File: src/rtl/ex_mem_dump_pkg.sv
// Shared constants and helpers for the pipeline-register debug dump blocks.
// Holds the dump FSM encoding, field numbering and the byte-select helper.
package ex_mem_dump_pkg;

  // Dump controller states
  typedef enum logic [1:0] {
    ST_IDLE = 2'd0,
    ST_SEND = 2'd1,
    ST_DONE = 2'd2
  } dump_state_e;

  // Field numbering inside a snapshot (stream order)
  localparam int FLD_CTRL    = 0;
  localparam int FLD_PC_ADDR = 1;
  localparam int FLD_PC_NEXT = 2;
  localparam int FLD_ALU     = 3;
  localparam int FLD_DATA2   = 4;
  localparam int FLD_INSTR   = 5;

  localparam int N_FIELDS       = 6;
  localparam int BYTES_PER_WORD = 4;
  localparam int WORD_W         = 32;

  localparam logic [7:0] DEFAULT_HEADER_BYTE = 8'hE3;

  // Snapshot of all captured fields, field 0 in the low word
  typedef logic [N_FIELDS-1:0][WORD_W-1:0] snap_t;

  // Select payload byte p: word p>>2, little-endian byte p[1:0]
  function automatic logic [7:0] payload_byte(input snap_t snap, input logic [4:0] p);
    logic [WORD_W-1:0] w;
    logic [7:0]        b;
    w = {WORD_W{1'b0}};
    b = 8'h00;
    if (p[4:2] < 3'(N_FIELDS)) begin
      w = snap[p[4:2]];
    end else begin
      w = {WORD_W{1'b0}};
    end
    case (p[1:0])
      2'd0:    b = w[7:0];
      2'd1:    b = w[15:8];
      2'd2:    b = w[23:16];
      2'd3:    b = w[31:24];
      default: b = 8'h00;
    endcase
    return b;
  endfunction

endpackage

File: src/rtl/ex_mem_dump.sv
// EX/MEM latch dump: snapshots the six EX/MEM fields on request and
// streams them byte by byte (optional header first) over valid/ready.
// All outputs are registered from the next-state values.
module ex_mem_dump
  import ex_mem_dump_pkg::*;
#(
  parameter int         DATA_WIDTH  = 32,
  parameter int         SEND_HEADER = 1,
  parameter logic [7:0] HEADER_BYTE = DEFAULT_HEADER_BYTE
) (
  input  logic                  clk,
  input  logic                  i_rst,
  input  logic [DATA_WIDTH-1:0] i_ctrl,
  input  logic [DATA_WIDTH-1:0] i_pc_addr,
  input  logic [DATA_WIDTH-1:0] i_pc_next,
  input  logic [DATA_WIDTH-1:0] i_alu,
  input  logic [DATA_WIDTH-1:0] i_data2,
  input  logic [DATA_WIDTH-1:0] i_instr,
  input  logic                  i_start,
  input  logic                  i_tx_ready,
  output logic [7:0]            o_tx_data,
  output logic                  o_tx_valid,
  output logic                  o_busy,
  output logic                  o_done
);

  // Index of the final byte of the stream
  localparam logic [4:0] LAST = 5'(N_FIELDS * BYTES_PER_WORD - 1 + SEND_HEADER);

  dump_state_e state_r, state_next_s;
  logic [4:0]  idx_r, idx_next_s;
  snap_t       snap_r, snap_next_s;

  logic [7:0]  tx_data_r, tx_data_next_s;
  logic        tx_valid_r, tx_valid_next_s;
  logic        busy_r, busy_next_s;
  logic        done_r, done_next_s;

  // Byte at stream index idx: header slot first when enabled
  function automatic logic [7:0] stream_byte(input logic [4:0] idx, input snap_t snap);
    logic [7:0] b;
    if ((SEND_HEADER != 0) && (idx == 5'd0)) begin
      b = HEADER_BYTE;
    end else begin
      b = payload_byte(snap, idx - 5'(SEND_HEADER));
    end
    return b;
  endfunction

  // Next-state, snapshot capture and next output values
  always_comb begin
    state_next_s    = state_r;
    idx_next_s      = idx_r;
    snap_next_s     = snap_r;
    tx_valid_next_s = 1'b0;
    tx_data_next_s  = 8'h00;
    busy_next_s     = 1'b0;
    done_next_s     = 1'b0;

    case (state_r)
      ST_IDLE: begin
        if (i_start) begin
          snap_next_s[FLD_CTRL]    = i_ctrl;
          snap_next_s[FLD_PC_ADDR] = i_pc_addr;
          snap_next_s[FLD_PC_NEXT] = i_pc_next;
          snap_next_s[FLD_ALU]     = i_alu;
          snap_next_s[FLD_DATA2]   = i_data2;
          snap_next_s[FLD_INSTR]   = i_instr;
          idx_next_s               = 5'd0;
          state_next_s             = ST_SEND;
        end else begin
          state_next_s = ST_IDLE;
        end
      end
      ST_SEND: begin
        if (tx_valid_r && i_tx_ready) begin
          if (idx_r == LAST) begin
            state_next_s = ST_DONE;
          end else begin
            idx_next_s = idx_r + 5'd1;
          end
        end else begin
          idx_next_s = idx_r;
        end
      end
      ST_DONE: begin
        state_next_s = ST_IDLE;
      end
      default: begin
        state_next_s = ST_IDLE;
      end
    endcase

    if (state_next_s == ST_SEND) begin
      tx_valid_next_s = 1'b1;
      tx_data_next_s  = stream_byte(idx_next_s, snap_next_s);
    end else begin
      tx_valid_next_s = 1'b0;
      tx_data_next_s  = 8'h00;
    end
    busy_next_s = (state_next_s != ST_IDLE);
    done_next_s = (state_next_s == ST_DONE);
  end

  // State, index, snapshot and output registers with synchronous reset
  always_ff @(posedge clk) begin
    if (i_rst) begin
      state_r    <= ST_IDLE;
      idx_r      <= 5'd0;
      snap_r     <= '0;
      tx_data_r  <= 8'h00;
      tx_valid_r <= 1'b0;
      busy_r     <= 1'b0;
      done_r     <= 1'b0;
    end else begin
      state_r    <= state_next_s;
      idx_r      <= idx_next_s;
      snap_r     <= snap_next_s;
      tx_data_r  <= tx_data_next_s;
      tx_valid_r <= tx_valid_next_s;
      busy_r     <= busy_next_s;
      done_r     <= done_next_s;
    end
  end

  assign o_tx_data  = tx_data_r;
  assign o_tx_valid = tx_valid_r;
  assign o_busy     = busy_r;
  assign o_done     = done_r;

endmodule
File: config.mk
export PLATFORM = sky130hd
export DESIGN_NAME = ex_mem_dump
export DESIGN_NICKNAME = d
export VERILOG_FILES = /design/src/rtl/ex_mem_dump_pkg.sv /design/src/rtl/ex_mem_dump.sv
export SDC_FILE = /design/constraint.sdc
export NUM_CORES = 1
export LEC_CHECK = 0
export CORE_MARGIN = 5
export CORE_UTILIZATION = 45
export CTS_BUF_LIST = sky130_fd_sc_hd__clkbuf_4
export DETAILED_ROUTE_END_ITERATION = 8
export GPL_TIMING_DRIVEN = 0
export PLACE_DENSITY = 0.74
export SYNTH_ARGS = -nofsm -noshare
export SYNTH_HDL_FRONTEND = slang
export SYNTH_SLANG_ARGS = --single-unit
File: constraint.sdc
create_clock -name clk -period 3.95 [get_ports clk]
set_clock_uncertainty 0.15 [all_clocks]
set_input_delay 0.5925 -clock clk [delete_from_list [all_inputs] [get_ports clk]]
set_output_delay 0.5925 -clock clk [all_outputs]
set_load 0.03 [all_outputs]
Word-level counts from Yosys, hierarchy flattened --
Cells that the tools add are included.
Word-level totals: output and inout bits 11, memories 0, memory bits (writable) 0, input port bits 196, latch bits 0, bits in registers 210, bits in read-only memories 0, word-level logic and storage cells 48
Operators by class: eq/ne operators 7, shift-type cells 0, bitwise operators 1, div/mod/pow operators 0, magnitude comparators 2, $add $sub $neg 2, reduce and logical (&&, ||, !) cells 7, multipliers 0, multiplexer cells 16
Operator list (number):
- 2-to-1 mux 192 bit | 2
- binary-select mux 32 bit (select 3 bit) | 1
- 2-to-1 mux 32 bit | 2
- one-hot mux 8 bit (4 select lines) | 1
- 2-to-1 mux 5 bit | 3
- one-hot mux 5 bit (2 select lines) | 1
- 2-to-1 mux 8 bit | 1
- == test 2 x 1 -> 1 bit (second input constant) | 3
- == test 2 bit (second input constant) | 3
- adder 5 x 1 -> 5 bit (second input constant) | 1
- == test 5 bit (second input constant) | 1
- zero test 5 bit | 1
- subtractor 5 x 1 -> 5 bit (second input constant) | 1
- zero test 2 bit | 2
- less-than comparator 3 x 4 -> 1 bit (second input constant) | 1
- 2-to-1 mux 2 bit | 2
- one-hot mux 2 bit (2 select lines) | 1
- less-than comparator 3 bit (second input constant) | 1
- OR reduction 3 bit | 1
- 2-to-1 mux 1 bit | 2
- nonzero test 2 bit | 1
- OR reduction 2 bit | 1
- logical AND 1 bit | 1
- inverter 1 bit | 1

Logic depth before layout (Yosys ltp) --
Gate-level depths: netlist of the first run.
depth in word-level cells 10, depth in mapped cells 15

Worst setup path before layout of the first run --
OpenSTA, ideal clock, no wires.
path type register to register, from register idx_r[0], to register tx_data_r[7] (netlist: o_tx_data[7]), arrival time 2.903 ns, period minus slack after synthesis 3.184 ns, cell stages (with the launch flop) 13, slack 0.766 ns, path buffers 1, path through dfxtp_1 > inv_1 > ha_1 > and4b_1 > buf_6 > or4_4 > nand3_2 > o21ai_1 > nand2_4 > mux4_2 > and3_1 > o41ai_2 > o41ai_1
Between the ends: longest elaborated chain between the ends 10, elaborated cells between the ends (all ways) 24
Ends and longest elaborated chain:
- start: declaration | RTL line ex_mem_dump.sv:31 | logic [4:0] idx_r, idx_next_s;
- start signal: assignment | RTL line ex_mem_dump.sv:117 | idx_r <= idx_next_s;
- adder 5 x 1 -> 5 bit or == test 5 bit (tied branches) | RTL line ex_mem_dump.sv:80, ex_mem_dump.sv:77
- 2-to-1 mux 5 bit | RTL line ex_mem_dump.sv:77 | if (idx_r == LAST) begin
- 2-to-1 mux 5 bit | RTL line ex_mem_dump.sv:76 | if (tx_valid_r && i_tx_ready) begin
- one-hot mux 5 bit (2 select lines) | RTL line ex_mem_dump.sv:60 | case (state_r)
- subtractor 5 x 1 -> 5 bit | RTL line ex_mem_dump.sv:45 | b = payload_byte(snap, idx - 5'(SEND_HEADER));
- binary-select mux 32 bit (select 3 bit) | RTL line ex_mem_dump_pkg.sv:36 | w = snap[p[4:2]];
- 2-to-1 mux 32 bit (implied by the code) | RTL line ex_mem_dump_pkg.sv:36
- 2-to-1 mux 32 bit | RTL line ex_mem_dump_pkg.sv:35 | if (p[4:2] < 3'(N_FIELDS)) begin
- one-hot mux 8 bit (4 select lines) | RTL line ex_mem_dump_pkg.sv:40 | case (p[1:0])
- 2-to-1 mux 8 bit | RTL line ex_mem_dump.sv:42 | if ((SEND_HEADER != 0) && (idx == 5'd0)) begin
- end signal: assignment | RTL line ex_mem_dump.sv:119 | tx_data_r <= tx_data_next_s;
- end: declaration | RTL line ex_mem_dump.sv:34 | logic [7:0] tx_data_r, tx_data_next_s;
Parallel ways exist; a longest one is shown, timed or not. The select of a mux whose other input is x is not followed. A chain may end at the register's enable or synchronous reset.

Worst setup path in the final report of the first run --
from register state_r[0], to register tx_data_r[6] (netlist: o_tx_data[6])
Between the ends: longest elaborated chain between the ends 8, elaborated cells between the ends (all ways) 22
Ends and longest elaborated chain:
- start: declaration | RTL line ex_mem_dump.sv:30 | dump_state_e state_r, state_next_s;
- start signal: assignment | RTL line ex_mem_dump.sv:116 | state_r <= state_next_s;
- == test 2 x 1 -> 1 bit or zero test 2 bit (tied branches) | RTL line ex_mem_dump.sv:60
- one-hot mux 5 bit (2 select lines) | RTL line ex_mem_dump.sv:60
- subtractor 5 x 1 -> 5 bit | RTL line ex_mem_dump.sv:45
- binary-select mux 32 bit (select 3 bit) | RTL line ex_mem_dump_pkg.sv:36
- 2-to-1 mux 32 bit (implied by the code) | RTL line ex_mem_dump_pkg.sv:36
- 2-to-1 mux 32 bit | RTL line ex_mem_dump_pkg.sv:35
- one-hot mux 8 bit (4 select lines) | RTL line ex_mem_dump_pkg.sv:40
- 2-to-1 mux 8 bit | RTL line ex_mem_dump.sv:42
Parallel ways exist; a longest one is shown, timed or not. The select of a mux whose other input is x is not followed.

==> qor.yml, run 1 <==
sta:
  hold_ws_ns: 0.287
  setup_tns_ns: 0
  slew_headroom: 0.252
  finalCriticalPeriod_ns: 3.94
  drv_slew: 0
  max_freq_mhz: 254
  hold_violations: 0
  rsz0062_at_grt: "false"
  setup_viol: 0
  post-route-period-util: 0.999
  worstMarginPinSlew_ns: 1.11
  fin_ws_ns: 0.00550
drt:
  topRoutingLayerUsed: "met4"
  wl_um: 42900
  drtPass1Iterations: 8
  drt.antenna.violating_nets: 0
  drc: 0
  wirelength_met1_um: 16900
  post_drt_wl_per_cell_um: 23.0
  drt_iter0_drc: 1214
  dr_wl_met3_um: 5080
  vias: 11100
  via_per_inst: 5.93
  met2WireLength_um: 18500
placement:
  placed_area_sq_um: 12000
  dp_hpwl_um: 31700
  place_ws_ns: -1.16
  io_buffer_count: 206
  dp_cells: 1773
  place.gp.congestion: 1.09
global_routing:
  groute.usage.overall: 0.335
  grt_max_degree: 15
  grt_pass1_wl_um: 62100
  grt_overflow: 0
  grt_pass1_vias: 10700
  antenna_found_initial: 1
synthesis:
  netlist_area_sq_um: 9610
  syn_nets: 1490
  yosys_warnings: 0
  syn_inst: 1292
  synth-seq-cells: 210
  synth.distinct_cells: 74
  async_reset_ff_frac: 0
  seq_area_frac_synth: 0.437
  synth_edf_count: 0
  avgSynthCellArea_sq_um: 7.44
  ys.flop_type: "dfxtp_1"
layout:
  final_cells: 1870
  layout_common_cells: "445 x nand2_1, 209 x dfxtp_1, 206 x clkdlybuf4s50_1"
  finalInstanceArea_sq_um: 12900
  n_fill_cell: 1973
  layout-drive-gt1-share: 0.100
  multiInputGateArea_sq_um: 5100
  seqCellArea_sq_um: 4210
  fin_nets: 1756
  mostFrequentLayoutCell: "nand2_1"
  syn_to_final_growth_pct: 33.8
  fin_util: 0.612
clock_tree:
  clock_path_buffers: 3
  cts-root-buf: "clkbuf_4"
  cts.sinks: 210
  cts_tree: "done"
  cts_hold_buf: 0
  htree_levels: 2
  cts_buffers: 56
  clk_pin_slew_ns: 0.07
  clock_latency_ns: 0.71
power:
  power_leakage_nw: 4.82
  peakVddDrop_uv: 186
  p_per_area_nw_per_um2: 389
  p_total_mw: 5.01
die:
  core.rowCount: 53
  die_h_um: 156
  ios: 207
  core_area_sq_um: 21000
  initial_core_util: 0.457
  dieArea_sq_um: 24400
  die_w_um: 156
status:
  status: "finished clean"
setup_path:
  setup.worst_path.class: "flop to flop"
  worstPathRequired_ns: 4.33
  cp_max_fo: 10
  cp.arrival_ns: 4.33
  startpoint_type: "flop"
  cp-end-kind: "flop"
worst_hold_path:
  hp-class: "primary input to flop"
job:
  max_cap_viol_count: 0
## synthesized netlist by cell type, types with 4 or more instances
master | n | area (sq um)
nand2_1 | 445 | 1670
dfxtp_1 | 210 | 4200
a21oi_1 | 204 | 1020
clkbuf_1 | 75 | 282
nor2_1 | 59 | 221
o21ai_0 | 39 | 195
a31oi_1 | 25 | 156
mux2i_1 | 22 | 220
nand3_1 | 18 | 90.1
a211oi_1 | 16 | 120
buf_2 | 15 | 75.1
a311oi_1 | 12 | 105
and3_1 | 12 | 75.1
o211ai_1 | 10 | 75.1
buf_1 | 9 | 33.8
inv_1 | 6 | 22.5
nor4_1 | 6 | 37.5
o2111ai_1 | 6 | 52.6
nor3_1 | 5 | 25.0
a221oi_1 | 4 | 35.0
nand4_1 | 4 | 25.0
o31ai_1 | 4 | 30.0
or3_1 | 4 | 25.0
## sequential cells by signal, indices dropped and copies added, names as in the netlist
name / count
state_r: 2
idx_r: 5
snap_r: 192
o_tx_data: 8
o_busy: 1
o_done: 1
o_tx_valid: 1
## critical path, cell delays in order, from the launching register on
cell and delay, ns:
dfxtp_1 0.30, buf_2 0.17, nor3b_1 0.20, clkbuf_1 0.64, buf_1 0.69, clkbuf_1 0.66, nand2_1 0.17, o211ai_1 0.21
a211oi_1 0.15, o32ai_1 0.45
## cells by family after synthesis
family / after synthesis / share of synthesized area
AND/OR/NAND/NOR: 574 / 0.247
AO/OA/AOI/OAI: 362 / 0.224
flip-flops: 210 / 0.437
buffers and inverters: 109 / 0.0468
multiplexers: 30 / 0.0358
XOR/XNOR: 5 / 0.00612
adder cells (fa/ha/maj): 2 / 0.00260
## cell type report
| class | instances | share of cell area |
|---|---|---|
| diodes | 1 | 0.000194 |
| plain buffers | 103 | 0.0350 |
| clock buffers | 83 | 0.0484 |
| clock inverters | 11 | 0.00331 |
| inverters | 6 | 0.00175 |
| multi-input cells | 973 | 0.396 |
| flip-flops and latches | 210 | 0.327 |
| well taps | 275 | 0.0267 |
| repair buffers | 208 | 0.161 |
## layer usage
layer | vias to the layer above | global-route usage
met5 | - | 0
met4 | 0 | 0.197
met3 | 171 | 0.0979
met2 | 802 | 0.507
met1 | 5096 | 0.424
li1 | 5013 | -
## worst paths after layout
kind	startpoint	endpoint	slack, ns	depth (start not counted)
max	state_r[0]$_SDFF_PP0_	o_tx_data[6]$_SDFF_PP0_	0.005	9
min	i_ctrl[17]	snap_r[17]$_SDFF_PP0_	0.29	3
max reg2reg	state_r[0]$_SDFF_PP0_	o_tx_data[6]$_SDFF_PP0_	0.005	9
min reg2reg	snap_r[41]$_SDFF_PP0_	snap_r[41]$_SDFF_PP0_	0.30	2
## power by group
part | internal (mW) | total, mW | switching [mW]
registers | 2.24 | 2.32 | 0.0773
clock network | 0.949 | 1.86 | 0.911
logic | 0.354 | 0.835 | 0.481
total | 3.54 | 5.01 | 1.47
## timing repair
item	in CTS	in global routing
gates resized for setup	23	18
setup endpoints to repair	131	70
pin swaps	2	1
setup buffers	2	0
(Power assumes the default switching activity.)
==> inputs of run 2 (changes only) <==
ABC_CLOCK_PERIOD_IN_PS = 3950   (was default)
==> results of run 2 <==
No change in the layout: final DEF, timing and power equal those of run 1.
